--- config.mk ---
export PLATFORM = sky130hd
export DESIGN_NAME = fifo_ctrl_sync
export DESIGN_NICKNAME = d
export VERILOG_FILES = /design/src/rtl/fifo_ctrl_sync.sv
export SDC_FILE = /design/constraint.sdc
export NUM_CORES = 1
export LEC_CHECK = 0
export CAP_MARGIN = 20
export CORE_MARGIN = 3
export CORE_UTILIZATION = 44
export DETAILED_ROUTE_END_ITERATION = 6
export GPL_TIMING_DRIVEN = 0
export HOLD_SLACK_MARGIN = 0.15
export PLACE_DENSITY_LB_ADDON = 0.2
export SLEW_MARGIN = 15
export SYNTH_ARGS = -nofsm -noshare
export SYNTH_HDL_FRONTEND = slang
export SYNTH_SLANG_ARGS = --single-unit
export TNS_END_PERCENT = 1
--- constraint.sdc ---
create_clock -name clk -period 2.6 [get_ports clk]
set_clock_uncertainty 0.2 [all_clocks]
set_input_delay 0.52 -clock clk [delete_from_list [all_inputs] [get_ports clk]]
set_output_delay 0.52 -clock clk [all_outputs]
set_load 0.01 [all_outputs]
--- src/rtl/fifo_ctrl_sync.sv ---
// Synchronous FIFO controller: pointer/flag logic driving an external dual-port RAM
// with registered write and combinational (first-word fall-through) read.
module fifo_ctrl_sync #(
  parameter int ASIZE      = 4,
  parameter int AFULL_LVL  = 12,
  parameter int AEMPTY_LVL = 2
) (
  input  logic             clk,
  input  logic             reset,
  input  logic             wr_valid,
  output logic             wr_ready,
  output logic             rd_valid,
  input  logic             rd_ready,
  input  logic             flush,
  input  logic             err_clr,
  output logic             mem_wen,
  output logic [ASIZE-1:0] mem_waddr,
  output logic [ASIZE-1:0] mem_raddr,
  output logic             full,
  output logic             empty,
  output logic             almost_full,
  output logic             almost_empty,
  output logic [ASIZE:0]   count,
  output logic             overflow,
  output logic             underflow
);

  localparam logic [ASIZE:0] AF_LVL = (ASIZE+1)'(AFULL_LVL);
  localparam logic [ASIZE:0] AE_LVL = (ASIZE+1)'(AEMPTY_LVL);

  // Extra MSB on each pointer distinguishes full from empty when low bits match.
  logic [ASIZE:0] wptr, rptr;
  logic           push, pop;

  assign empty        = (wptr == rptr);
  assign full         = (wptr[ASIZE] != rptr[ASIZE]) &&
                        (wptr[ASIZE-1:0] == rptr[ASIZE-1:0]);
  assign count        = wptr - rptr;
  assign almost_full  = (count >= AF_LVL);
  assign almost_empty = (count <= AE_LVL);

  assign wr_ready  = ~full;
  assign rd_valid  = ~empty;
  assign mem_waddr = wptr[ASIZE-1:0];
  assign mem_raddr = rptr[ASIZE-1:0];

  assign push    = wr_valid & wr_ready & ~flush;
  assign pop     = rd_valid & rd_ready & ~flush;
  assign mem_wen = push & ~reset;

  always_ff @(posedge clk) begin
    if (reset) begin
      wptr <= '0;
      rptr <= '0;
    end else if (flush) begin
      wptr <= '0;
      rptr <= '0;
    end else begin
      if (push) wptr <= wptr + 1'b1;
      if (pop)  rptr <= rptr + 1'b1;
    end
  end

  // Sticky error flags: a new error in the same cycle beats err_clr.
  always_ff @(posedge clk) begin
    if (reset) begin
      overflow  <= 1'b0;
      underflow <= 1'b0;
    end else begin
      overflow  <= (wr_valid & full)  | (overflow  & ~err_clr);
      underflow <= (rd_ready & empty) | (underflow & ~err_clr);
    end
  end

endmodule
After elaboration in Yosys (flattened, before gate mapping). Index checks and enable logic that the tools add are counted.

Output and inout port bits: 22. Logic and storage cells: 30. Bits of input ports: 6. Flip-flop bits (word level): 12.

Reductions and logical operators: 2. $lt $le $gt $ge: 2. Equality and inequality tests: 3. Bitwise logic cells: 16. Add/subtract/negate cells: 3.

Operators with widths (number): $add A5 B1 Y5 const B (2); $and A1 B1 Y1 (9); $eq A5 B5 Y1 (1); $ge A5 B4 Y1 const B (1); $le A5 B2 Y1 const B (1); $not A1 Y1 (5); $sub A5 B5 Y5 (1); $eq A4 B4 Y1 (1); $or A1 B1 Y1 (2); $reduce_or A2 Y1 (1); $logic_and A1 B1 Y1 (1); $ne A1 B1 Y1 (1).

Longest topological paths before layout. Gate-level depths: netlist of the first run.

Depth in word-level cells: 6. Depth in mapped cells: 7. Gate-level depth less buffers: 7.

Least setup slack after synthesis of the first run. No wires, ideal clock.

Path type: register to output. Start: reg wptr[0]. End: out almost_empty. Slack: -71 ps. Data arrival time: 1951 ps. Data required time: 1880 ps. Cell stages (with the launch flop): 8. Path buffers: 0. Path through: dfxtp_1 -> inv_1 -> ha_1 -> fa_1 -> or2b_1 -> a21oi_1 -> xnor2_1 -> a2111oi_2.

Longest elaborated chain between the ends: 2.

Ends and longest elaborated chain: start, declared (RTL line 32) `logic [ASIZE:0] wptr, rptr;`; start signal, assigned (RTL line 59) `if (push) wptr <= wptr + 1'b1;`; $sub A5 B5 Y5 (RTL line 38) `assign count = wptr - rptr;`; via count[4] (RTL line 23) `output logic [ASIZE:0] count,`; $le A5 B2 Y1 (RTL line 40) `assign almost_empty = (count <= AE_LVL);`; end, declared (RTL line 22) `output logic almost_empty,`.

The timed path passes the listed nets, and every way through them passes these cells.

Worst setup path in the final report of the first run.
Start: reg wptr[0]. End: out almost_empty.

Longest elaborated chain between the ends: 2.

Ends and longest elaborated chain (RTL line): $sub A5 B5 Y5 (38); $le A5 B2 Y1 (40).

No other way between the ends.

==> results.ini, run 1 <==
[status]
status = finished, violations left
violations = negative setup slack

[sta]
worst_pin_slew_ps = 519
min_period_ps = 2880
setup_slack_ps = -275
fmax_ghz = 0.348
slew_viol_final = 0
grt_setup_unrepaired = true
setup_viol = 5
min_period_over_period = 1.11
max_slew_margin = 0.651
worst_hold_slack_ps = 328
hold_viol = 0

[synthesis]
synth.avg_cell_area_um2 = 8.49
synth_area_leaders = dfxtp_1 (30%), ha_1 (9.4%), buf_4 (7.5%)
yosysSeqAreaShare = 0.301
ys_warn_count = 0
synth.most_common_cell = nor2_1
ys_seq_elements = 12
synth_edf_count = 0
synth_top_cell_by_area = dfxtp_1
synth_nets = 107
synth_top_area_share = 0.301
async_flop_share = 0
ys_dominant_reg_cell = dfxtp_1
synthTopCellsByCount = nor2_1 (15), dfxtp_1 (12), inv_1 (9), buf_4 (8)
netlist_area_um2 = 798
ys_types = 25
netlist_instances = 94

[floorplan]
num_rows = 14
dieWidth_um = 48.6
core_mm2 = 0.00161
die_h_um = 48.6
initial_core_util = 0.495
dieArea_mm2 = 0.00236
io_pins = 28

[power_and_ir_drop]
netSwitchingFraction = 0.256
p_int_uw = 315
vdd_ir_drop_max_mv = 0.301
powerDensity_mw_per_mm2 = 329
p_seq_frac = 0.441
power_switching_uw = 109
p_leak_nw = 0.576
comb_power_share = 0.197
p_clk_frac = 0.362

[worst_hold_path]
hold_path.class = reg2reg
hold_start = rptr[2]
min_to = rptr[2]
hold_depth = 2

[detailed_routing]
drt-total-wl_mm = 1.91
detail-route-antenna-nets = 0
wl_per_cell_um = 12.3
vias = 787
dr.pass1.iters = 6
via_per_inst = 5.08
drc = 0
drtIter0Drc = 13

[run]
cap_violations = 0

[finish]
syn_to_final_growth_pct = 61.6
final_nets = 145
layout.cells.non_filler = 155
drive_gt1_frac = 0.344
antenna_cells = 0
fin_area_mm2 = 0.00129

[global_routing]
grt_max_degree = 12
grt_pass1_vias = 768
grt_antenna_before_repair = 0
overflow = 0
grt_pass1_wl_mm = 3.27
grt_use_total = 0.175

[clock_tree]
numClockSinks = 12
cts_buffers = 3
clk_latency_ps = 280
clk_pin_slew_ps = 80
cts_tree = done
htree_levels = 1
cts_max_path_buffers = 2
cts_hold_buf = 0
root_buffer = clkbuf_4

[worst_setup_path]
critPathMaxStageDelay_ps = 340
crit_required_ps = 1880
end_kind = output pin
path_delay_family = adder cells
rr_worst_depth = 7
crit_chain = inv_2, ha_4, fa_2, or2b_1, a21oi_2, xnor2_2, buf_4, a2111oi_4, buf_2
rrSetupSlack_ps = 620
critPathMaxFanout = 3
path_class = reg2out
worst-path-buf-inv = 3
cp.arrival_ps = 2160
r2r-start = rptr[1]
r2r-end = wptr[4]
slowest_stage = dfxtp_2
startpoint_type = flip-flop

[place]
placedCellCount = 145
portBuffers = 27
dp_hpwl_mm = 1.36
dpl_cell_area_mm2 = 0.00110
gp_congestion = 0.819

worst register-to-register path: cells and delay by family (launching register included):
kind	cells	cell delay [ps]
buf+inv	2	240
simple gates	2	510
compound gates	2	290
fa+ha+maj	1	310
flops	1	390
routing by layer:
| layer | global-route usage | share of wire |
|---|---|---|
| met1 | 0.175 | 0.40 |
| met2 | 0.344 | 0.53 |
| met3 | 0.0399 | 0.062 |
| met4 | 0.0711 | 0.011 |
| met5 | 0 | 0 |
repair_timing:
item,CTS,global route
cloned,0,0
gates resized for setup,41,3
buffers inserted,6,1
pin swaps,7,3
endpoints found under the setup margin,11,10
cells by family after synthesis:
family,synth area share
adders and majority gates,0.119
muxes,0.0251
buffers and inverters,0.122
DFF,0.301
and+or+nand+nor,0.168
xor gates and xnor gates,0.130
AOI/OAI and AO/OA,0.135
worst max path at each step:
stage	slack, ps	end	cells after the start	start
final	-280	almost_empty	9	wptr[0]
after CTS	-320	almost_empty	9	wptr[0]
after global routing	-390	almost_empty	9	wptr[0]
after global placement	-500	almost_empty	8	wptr[0]
after detailed placement	-510	almost_empty	8	wptr[0]
after floorplan	2	almost_empty	7	wptr[0]
cell type report:
class,instances,area [µm²]
multi-input combinational,64,564
fill,108,322
timing repair buffer,34,313
sequential,12,253
buffer,8,60.1
clock buffer,4,36.3
inverter,9,33.8
tap,24,30.0
power by group through the flow:
stage / Clock, mW / Sequential, mW / Combinational, mW
6_report: 0.153 / 0.187 / 0.0835
5_1_grt: 0.168 / 0.188 / 0.0910
4_1_cts: 0.158 / 0.188 / 0.0823
3_5_place_dp: 0 / 0.193 / 0.0706
3_3_place_gp: 0 / 0.193 / 0.0691
2_1_floorplan: 0 / 0.193 / 0.0333
stage by stage:
| stage | setup slack, ps | power (mW) | TNS [ps] | utilization |
|---|---|---|---|---|
| after detailed placement | -513 | 0.264 | -2340 | 0.682 |
| after global placement | -496 | 0.262 | -2030 | 0.682 |
| after CTS | -317 | 0.428 | -850 | 0.789 |
| final | -275 | 0.424 | -809 | 0.800 |
| after global routing | -389 | 0.447 | -1520 | 0.800 |
| after floorplan | 2.27 | 0.227 | 0 | - |
cells in the final DEF, fill, tap and decap left out, drive strengths merged, types with 2 or more instances in the layout:
| cell | netlist | final |
|---|---|---|
| dlygate4sd2 | 0 | 6 |
| ha | 6 | 6 |
| inv | 9 | 9 |
| and3 | 3 | 3 |
| mux2i | 2 | 2 |
| a21oi | 5 | 5 |
| buf | 8 | 17 |
| dfxtp | 12 | 12 |
| o21ai | 4 | 4 |
| clkbuf | 1 | 4 |
| xor2 | 5 | 5 |
| nor2b | 3 | 3 |
| nor2 | 15 | 15 |
| nand2 | 2 | 2 |
| or3 | 2 | 2 |
| xnor2 | 6 | 6 |
| o211ai | 4 | 4 |
| clkdlybuf4s50 | 0 | 18 |
state kept, by name, summed over array words and instances (netlist names):
| signal | cells |
|---|---|
| overflow | 1 |
| rptr | 5 |
| underflow | 1 |
| wptr | 5 |
No activity file was read; power rests on OpenSTA's default activity.
==> run 2, diff against run 1 <==
- ABC_AREA: not set -> 1
- CORE_UTILIZATION: 44 -> 49
- clock period: 2.6 -> 3.72 ns (I/O delays scaled with it)
==> run 2 against run 1 <==
The flow now finishes without violations. Worst setup slack improved by 540 ps. Hold slack worse by 47 ps. Critical path depth down 1. Combinational power down 60%. Flip-flop and latch count unchanged. Clock power decreased by 31%. Non-clock buffer count down 6. Largest power group unchanged.
==> results.ini, run 2 <==
[status]
status = completed

[clock_tree]
root_buffer = clkbuf_4
cts_tree = done
cts_max_path_buffers = 2  ; unchanged
htree_levels = 1  ; unchanged
clk_pin_slew_ps = 80  ; about the same
cts_buffers = 3  ; unchanged
cts_resized = 0  ; -100%
clk_latency_ps = 270  ; about the same
cts_hold_buf = 0  ; unchanged
cts_setup_buffers = 0  ; -6
numClockSinks = 12  ; unchanged

[sta]
grt_setup_unrepaired = false
worst_pin_slew_ps = 535  ; +15.3 ps
slew_viol_final = 0  ; unchanged
setup_viol = 0  ; -5
fin_setup_tns_ps = 0  ; +809 ps
min_period_over_period = 0.929
min_period_ps = 3460
max_slew_margin = 0.642  ; -0.00905
fmax_ghz = 0.289
hold_viol = 0  ; unchanged

[finish]
layout.cells.non_filler = 191  ; +23%
final_nets = 180  ; +24%
final_cell_mix = nand2_1 (33), clkdlybuf4s50_1 (27), nand3_1 (18), inv_1 (14), a21oi_1 (14)
final_common_cell = nand2_1
antenna_cells = 0  ; unchanged
drive_gt1_frac = 0.133  ; -0.211
reg_top3 = rptr (5), wptr (5)
post-route-util = 0.718  ; -0.0820
syn_to_final_growth_pct = 36.3

[synthesis]
netlist_instances = 135  ; +44%
synthTopCellsByCount = nand2_1 (33), nand3_1 (18), a21oi_1 (14), inv_1 (14), dfxtp_1 (12)
async_flop_share = 0  ; unchanged
ys_warn_count = 0  ; unchanged
yosysSeqAreaShare = 0.258  ; -0.0425
netlist_area_um2 = 930  ; +16%
ys_dominant_reg_cell = dfxtp_1
ys_types = 19  ; -24%
synth_nets = 148  ; +38%
synth_edf_count = 0  ; unchanged
synth_top_area_share = 0.258  ; -0.0425
synth_area_leaders = dfxtp_1 (26%), nand2_1 (13%), nand3_1 (9.7%)
synth_top_cell_by_area = dfxtp_1
ys_seq_elements = 12  ; unchanged
synth.most_common_cell = nand2_1
synth.avg_cell_area_um2 = 6.89  ; -19%

[worst_setup_path]
worst-path-buf-inv = 2  ; -1
crit_path_frequent_cell = nand3_1
startpoint_type = flip-flop
startpoint = wptr[0]
slowest_stage = clkdlybuf4s50_1
critPathMaxFanout = 6  ; +3
r2r-start = rptr[2]
crit_chain = inv_1, ha_1, fa_1, nand3b_1, nand3_1, nand3_1, nor2_1, clkdlybuf4s50_1
path_class = reg2out
cp.arrival_ps = 2510  ; +350 ps
crit_required_ps = 2780  ; +900 ps
path_delay_family = buffers and inverters
critPathMaxStageDelay_ps = 540  ; +200 ps
end_kind = output pin

[global_routing]
grt_antenna_before_repair = 0  ; unchanged
grt_pass1_wl_mm = 3.58  ; +9.5%
grt_max_degree = 10  ; -2
grt_pass1_vias = 885  ; +15%
busiest_layer = met2
grt_use_met2 = 0.350  ; +0.00618
met3_usage = 0.0423  ; +0.00242
grt_use_total = 0.184  ; +0.00886
overflow = 0  ; unchanged
use_met1 = 0.187  ; +0.0113

[detailed_routing]
dr.pass1.iters = 4  ; -2
detail-route-antenna-nets = 0  ; unchanged
drtIter0Drc = 10  ; -3
wl_per_cell_um = 10.7  ; -13%
drt-total-wl_mm = 2.04  ; +7.0%
drc = 0  ; unchanged
vias = 962  ; +22%
via_per_inst = 5.04  ; -0.80%

[place]
portBuffers = 27  ; unchanged
gp_congestion = 0.786  ; -4.1%
placedCellCount = 187  ; +29%
dp_hpwl_mm = 1.64  ; +21%

[floorplan]
dieWidth_um = 49.6  ; +2.0%
core_mm2 = 0.00176  ; +9.5%
num_rows = 15  ; +1
die_h_um = 49.6  ; +2.0%
initial_core_util = 0.527  ; +0.0316
io_pins = 28  ; unchanged
dieArea_mm2 = 0.00246  ; +4.0%

[power_and_ir_drop]
powerDensity_mw_per_mm2 = 213  ; -35%
p_leak_nw = 0.566  ; -1.8%
vdd_ir_drop_max_mv = 0.167  ; -45%

[worst_hold_path]
hold_start = overflow
hold_path.class = reg2reg

[run]
cap_violations = 0  ; unchanged

==> run 2: changes by cell type in the layout (fill, tap and decap cells not counted), sizes merged, moves of 7 or more <==
| cell | change |
|---|---|
| nand3 | +18 |
| buf | -9 |
| inv | +7 |
| a21oi | +9 |
| clkdlybuf4s50 | +9 |
| nand2 | +37 |
==> run 2: final timing paths <==
path | end | slack [ps] | depth (start not counted)
hold reg to reg | overflow | 280 | 2
setup / recovery | almost_empty | 260 | 8
hold / removal | overflow | 280 | 2
setup reg to reg | wptr[4] | 1710 | 9
==> run 2: cell families (layout without fill, tap and decap cells) <==
logic type               after synthesis  in the layout  share of synthesized area
flip-flops                            12             12                      0.258
AO/OA/AOI/OAI                         14             14                     0.0754
AND/OR/NAND/NOR                       74             74                      0.402
adder cells (fa/ha/maj)                7              7                      0.102
buffers and inverters                 25             56                      0.133
XOR/XNOR                               3              3                     0.0283
==> run 2: cell type report <==
type | instances | area (µm²)
multi-input cells | 98 | 566
repair buffers | 27 | 270
plain buffers | 9 | 63.8
fillers | 163 | 497
clock buffers | 4 | 36.3
well taps | 25 | 31.3
flip-flops and latches | 12 | 240
inverters | 16 | 60.1
==> run 2: power breakdown <==
part	switching [mW]	internal (mW)	total, mW	leakage (nW)
registers	0.00126	0.130	0.131	0.0970
logic	0.0171	0.0163	0.0334	0.448
clock network	0.0459	0.0595	0.105	0.0210
total	0.0642	0.205	0.270	0.566
==> run 2: worst reg2reg max path, cell delays in order (launching register included) <==
cell      delay [ps]
dfxtp_1          340
clkbuf_1         270
inv_1             80
ha_1             380
nand2_2           90
nor2_4           170
nand2_4          110
nand2_4          100
nand2_1           50
a21oi_1          140
==> run 2: layer usage <==
layer | vias to the layer above | part of all wire
met5 | - | 0
met4 | 0 | 0.018
met3 | 5 | 0.054
met2 | 27 | 0.51
met1 | 428 | 0.42
li1 | 502 | -
==> run 2: through the flow <==
stage               setup WS, ps  area (µm²)  hold slack, ps  total power [mW]
floorplan                   1170         930             281             0.151
global placement             598        1230             252             0.167
detailed placement           541        1230             269             0.168
CTS                          224        1270             280             0.273
global route                64.2        1270             312             0.284
finish                       264        1270             281             0.270
